$ cat config.mk
export PLATFORM = sky130hd
export DESIGN_NAME = cmul_vedic_pipe
export DESIGN_NICKNAME = d
export VERILOG_FILES = /design/src/rtl/cmul_vedic_pipe.sv
export SDC_FILE = /design/constraint.sdc
export NUM_CORES = 2
export LEC_CHECK = 0
export ABC_AREA = 1
export CAP_MARGIN = 10
export CORE_MARGIN = 4
export CORE_UTILIZATION = 55
export CTS_CLUSTER_SIZE = 30
export DETAILED_ROUTE_END_ITERATION = 10
export PLACE_DENSITY = 0.72
export RECOVER_POWER = 50
export SLEW_MARGIN = 25
export SYNTH_ARGS = -nofsm -noshare
export SYNTH_HDL_FRONTEND = slang
export SYNTH_HIERARCHICAL = 1
export SYNTH_SLANG_ARGS = --single-unit
$ cat constraint.sdc
create_clock -name clk -period 17.5 [get_ports clk]
set_clock_uncertainty 0.1 [all_clocks]
set_input_delay 2.625 -clock clk [delete_from_list [all_inputs] [get_ports clk]]
set_output_delay 2.625 -clock clk [all_outputs]
set_load 0.02 [all_outputs]
$ cat src/rtl/cmul_vedic_pipe.sv
// -----------------------------------------------------------------------------
// cmul_vedic_pipe -- pipelined signed complex multiplier
//   (ar + j*ai) * (br + j*bi) -> pr + j*pi
//
// Four unsigned W x W vedic cores (recursive hi/lo decomposition down to 2x2
// leaves) work on operand magnitudes. Signs are reapplied after the products
// are formed. The three-stage datapath sits behind a valid/ready stream
// handshake. A stall (out_valid && !out_ready) freezes every stage.
//
// Parameters
//   W          operand width per component. Must be a power of 2 and >= 4.
//
// Ports
//   clk        clock, rising edge
//   rst        synchronous active-high reset
//   in_valid   operands valid          in_ready   operands accepted this cycle
//   ar, ai     A real/imag (W, signed) br, bi     B real/imag (W, signed)
//   out_valid  result valid            out_ready  downstream accepts result
//   pr, pi     real/imag result (2W+1, signed)
//   in_conj    (CMUL_CONJ_EN only) compute A * conj(B) for this operand set
//
// Optional build macro: CMUL_CONJ_EN adds the in_conj input.
// -----------------------------------------------------------------------------

// Unsigned N x N vedic multiplier, combinational, recursive down to 2 x 2.
module cmul_vedic_core #(
    parameter int N = 16
) (
    input  logic [N-1:0]   a,
    input  logic [N-1:0]   b,
    output logic [2*N-1:0] p
);
    generate
        if (N == 2) begin : g_leaf
            logic w_t1, w_t2, w_t3, w_c1;
            assign w_t1 = a[1] & b[0];
            assign w_t2 = a[0] & b[1];
            assign w_t3 = a[1] & b[1];
            assign w_c1 = w_t1 & w_t2;
            assign p    = {w_t3 & w_c1, w_t3 ^ w_c1, w_t1 ^ w_t2, a[0] & b[0]};
        end else begin : g_split
            localparam int H = N / 2;
            logic [N-1:0] w_ll, w_lh, w_hl, w_hh;
            logic [N:0]   w_mid;

            cmul_vedic_core #(.N(H)) u_ll (.a(a[H-1:0]), .b(b[H-1:0]), .p(w_ll));
            cmul_vedic_core #(.N(H)) u_lh (.a(a[H-1:0]), .b(b[N-1:H]), .p(w_lh));
            cmul_vedic_core #(.N(H)) u_hl (.a(a[N-1:H]), .b(b[H-1:0]), .p(w_hl));
            cmul_vedic_core #(.N(H)) u_hh (.a(a[N-1:H]), .b(b[N-1:H]), .p(w_hh));

            // Cross terms carry one extra bit before being shifted by H.
            // {hh, ll} already places hh at shift N and ll at shift 0.
            assign w_mid = {1'b0, w_lh} + {1'b0, w_hl};
            assign p     = {w_hh, w_ll} + {{(H-1){1'b0}}, w_mid, {H{1'b0}}};
        end
    endgenerate
endmodule

module cmul_vedic_pipe #(
    parameter int W = 16
) (
    input  logic           clk,
    input  logic           rst,
    input  logic           in_valid,
    output logic           in_ready,
    input  logic [W-1:0]   ar,
    input  logic [W-1:0]   ai,
    input  logic [W-1:0]   br,
    input  logic [W-1:0]   bi,
`ifdef CMUL_CONJ_EN
    input  logic           in_conj,
`endif
    output logic           out_valid,
    input  logic           out_ready,
    output logic [2*W:0]   pr,
    output logic [2*W:0]   pi
);
    generate
        if (W < 4 || (W & (W - 1)) != 0) begin : g_bad_width
            $error("cmul_vedic_pipe: W must be a power of 2 and >= 4");
        end
    endgenerate

    logic           w_stall;
    logic           w_conj;
    logic [W-1:0]   w_op   [4];   // 0:ar 1:ai 2:br 3:bi
    logic [W-1:0]   w_mag  [4];
    logic           w_sgn  [4];
    logic [2*W-1:0] w_prod [4];   // 0:rr 1:ii 2:ri 3:ir
    logic [2*W:0]   w_sgd  [4];

    logic           r_v1, r_v2, r_v3;
    logic [W-1:0]   r_mag1 [4];
    logic           r_sgn1 [4];
    logic [2*W:0]   r_p2   [4];
    logic [2*W:0]   r_pr, r_pi;

`ifdef CMUL_CONJ_EN
    assign w_conj = in_conj;
`else
    assign w_conj = 1'b0;
`endif

    assign w_stall   = r_v3 && !out_ready;
    assign in_ready  = !w_stall;
    assign out_valid = r_v3;
    assign pr        = r_pr;
    assign pi        = r_pi;

    assign w_op[0] = ar;
    assign w_op[1] = ai;
    assign w_op[2] = br;
    assign w_op[3] = bi;

    genvar gi;
    generate
        // S1: magnitude and sign per operand. Negating -2^(W-1) wraps back to
        // 2^(W-1), which is the correct unsigned magnitude.
        for (gi = 0; gi < 4; gi++) begin : g_s1
            assign w_mag[gi] = w_op[gi][W-1] ? -w_op[gi] : w_op[gi];
            // Conjugation only flips the sign of bi; magnitude is untouched.
            assign w_sgn[gi] = w_op[gi][W-1] ^ ((gi == 3) ? w_conj : 1'b0);

            always_ff @(posedge clk) begin
                if (!w_stall) begin
                    r_mag1[gi] <= w_mag[gi];
                    r_sgn1[gi] <= w_sgn[gi];
                end
            end
        end

        // S2: product lanes rr=(ar,br) ii=(ai,bi) ri=(ar,bi) ir=(ai,br).
        for (gi = 0; gi < 4; gi++) begin : g_s2
            localparam int A_IDX = gi % 2;
            localparam int B_IDX = (gi == 1 || gi == 2) ? 3 : 2;
            logic w_neg;

            cmul_vedic_core #(.N(W)) u_core (
                .a (r_mag1[A_IDX]),
                .b (r_mag1[B_IDX]),
                .p (w_prod[gi])
            );

            assign w_neg     = r_sgn1[A_IDX] ^ r_sgn1[B_IDX];
            assign w_sgd[gi] = w_neg ? -{1'b0, w_prod[gi]} : {1'b0, w_prod[gi]};

            always_ff @(posedge clk) begin
                if (!w_stall) begin
                    r_p2[gi] <= w_sgd[gi];
                end
            end
        end
    endgenerate

    // Valid bits and the S3 result. Only these carry reset; the other data
    // registers are don't-care while their valid bit is low.
    always_ff @(posedge clk) begin
        if (rst) begin
            r_v1 <= 1'b0;
            r_v2 <= 1'b0;
            r_v3 <= 1'b0;
            r_pr <= '0;
            r_pi <= '0;
        end else if (!w_stall) begin
            r_v1 <= in_valid;
            r_v2 <= r_v1;
            r_v3 <= r_v2;
            r_pr <= r_p2[0] - r_p2[1];
            r_pi <= r_p2[2] + r_p2[3];
        end
    end
endmodule

==> flow_summary.yaml <==
run_status:
  status: "complete, but fails checks"
  violations: "capacitance limit, slew limit"
logic_synthesis:
  synth.distinct_cells: 51
  ys_ff_latch: 269
  synth_enable_flop_cells: 200
  syn_nets: 14453
  synth_top_area_share_pct: 25.62
  netlist_area_sq_mm: 0.07854
  synthCells: 12607
  ys_warn_count: 6
  ys.flop_type: "edfxtp_1"
  yosysSeqAreaShare_pct: 9.405
  synth-async-reset-ratio_pct: 0
  yosys.area.top_type: "ha_1"
  synthTopCellsByCount: "4189 x nand2_1, 2806 x inv_1, 1608 x ha_1"
  yosysMostFrequentCell: "nand2_1"
  syn_avg_cell_area_sq_um: 6.230
  synthTopCellsByArea: "ha_1 26%, nand2_1 20%, inv_1 13%"
setup_path:
  timing.rr.start: "r_mag1[2][0]$_DFFE_PN_"
  r2r_end: "r_p2[0][30]$_DFFE_PN_"
  endpoint: "in_ready"
  crit_arrival_ps: 8190
  endpoint_kind: "output port"
  worst_r2r_path_depth: 43
  r2r_slack_ps: 8030
  crit_required_ps: 14780
  cp-start-kind: "primary input"
  path_class: "primary input to output port"
  crit_fanout: 36
  startpoint: "out_ready"
sta:
  finalCritPeriodShare_pct: 62.37
  drv_slew: 307
  tightestPinTransition_ps: 3287
  rsz0062_at_grt: "false"
  finalSetupTns_ps: 0
  max_freq_mhz: 91.62
  relSlewSlack_pct: -119.1
  setup_violations: 0
  hold_viol_final: 0
  period_minus_slack_ps: 10910
  holdWs_ps: 373.6
clock_network:
  clk_latency_ps: 620
  cts.htree.levels: 2
  cts_setup_buffers: 0
  clk_pin_slew_ps: 60
  cts_root_buffer: "clkbuf_16"
  clockBufferDepth: 3
  cts_resized: 0
  cts_buffers: 37
  postCtsHoldBufs: 0
  cts.sinks: 269
  cts_tree: "done"
place:
  portBuffers: 135
  gp_congestion: 0.9746
  post-dp-hpwl_um: 187000
floorplanning:
  die_width_um: 385.9
  rows: 138
  start_util_pct: 55.40
  die_area_sq_mm: 0.1489
  core_sq_mm: 0.1418
  die_h_um: 385.9
  io_pins: 136
final_layout:
  final_nets: 14675
  area_growth_syn_to_layout_pct: 6.966
  drive_above_1_share_pct: 3.422
hold_path:
  hold_start: "r_v2$_SDFFE_PP0N_"
  hold_path_class: "register to register"
grt:
  grt_pass1_wl_um: 364800
  grt_use_total_pct: 29.86
  grt_pass1_vias: 72677
  antenna_found_initial: 4
  grt_max_degree: 91
  overflow: 0
routing:
  final_antenna_net_count: 0
  drt_first_iter_violations: 4984
  drt_pass1_iterations: 6
  vias: 76228
  wirelength_um: 225000
  wl_per_cell_um: 15.26
  viasPerCell: 5.169
  drc_errors: 0
flow_run:
  maxCapViolCount: 8
worst min-delay path by stage:
stage                                         to  slack, ps  cells past startpoint
after CTS                 out_valid$_SDFFE_PP0N_        370                      2
final                     out_valid$_SDFFE_PP0N_        370                      2
after detailed placement  out_valid$_SDFFE_PP0N_        360                      2
after global routing           r_v1$_SDFFE_PP0N_        400                      2
after floorplan                r_v2$_SDFFE_PP0N_        330                      2
after global placement         r_v2$_SDFFE_PP0N_        340                      2
cell usage in the layout (no fill, tap or decap), types with 8 or more instances in the layout:
| master | count |
|---|---|
| nand2_1 | 4189 |
| inv_1 | 2809 |
| ha_1 | 1608 |
| nand3_1 | 752 |
| nor2_1 | 570 |
| a21oi_1 | 522 |
| xor2_1 | 502 |
| xnor2_1 | 226 |
| edfxtp_1 | 200 |
| fa_1 | 170 |
| nand4_1 | 153 |
| o21ai_0 | 138 |
| nand3_2 | 91 |
| nand2_2 | 91 |
| dlygate4sd3_1 | 79 |
| buf_4 | 77 |
| nand3b_1 | 71 |
| dfxtp_1 | 69 |
| clkinv_1 | 60 |
| clkdlybuf4s50_1 | 56 |
| o21bai_1 | 47 |
| nor2_2 | 42 |
| nor3_1 | 40 |
| clkbuf_16 | 39 |
| and2_1 | 26 |
| or2_2 | 21 |
| or2_1 | 20 |
| o211ai_1 | 20 |
| inv_2 | 15 |
| a31oi_1 | 15 |
| a21o_1 | 15 |
| a21boi_0 | 15 |
| nor3_2 | 9 |
| nor4_1 | 9 |
| clkbuf_1 | 9 |
| nor2_4 | 8 |
| o21ai_2 | 8 |
final cells by class:
cell class	count	area (sq um)
clock inverter	21	279.0
multi-input combinational	9416	60160
antenna	1	2.502
inverter	2885	10830
sequential	269	7387
tap	1890	2365
fill	13897	57750
clock buffer	46	1026
timing repair buffer	220	1967
worst max-delay path, stage by stage:
cell and delay [ps]:
dlygate4sd3_1 560, nor2_1 1430, clkinvlp_2 2460, clkdlybuf4s50_1 1020
per-layer routing:
layer	track usage (%)	share of wire, %	routed length (um)	up-vias
met3	2.941	5.8	13140	280
met4	8.911	3.2	7193	2
met2	50.92	45	101500	1793
met1	39.83	46	103200	34582
met5	0	0.0058	13	-
li1	-	-	-	39571
cell families (layout without fill, tap and decap cells):
logic type	Yosys count	after routing	synth area share, %
AOI/OAI and AO/OA	806	806	5.617
and+or+nand+nor	6103	6103	32.90
xor gates and xnor gates	729	729	8.139
other	0	1	0
buffers and inverters	2922	3172	13.98
adders and majority gates	1778	1778	29.95
DFF	269	269	9.405
flip-flops by register name, indices dropped and copies added (netlist names):
name       cells
r_p2         132
r_mag1        64
r_v1           1
out_valid      1
pi            33
r_v2           1
r_sgn1         4
pr            33
stage by stage:
step	area (sq um)	setup slack (ps)	utilization, %	instances
2_1_floorplan	78540	6129	-	12607
3_3_place_gp	82740	9027	58.37	14679
3_5_place_dp	82740	8947	58.37	14679
4_1_cts	84050	8896	59.29	14746
5_1_grt	84010	6255	59.26	14747
6_report	84010	6585	59.26	14748
Power is not shown: default switching activity piles up to over one toggle a cycle in this logic, so the estimate is an artifact.
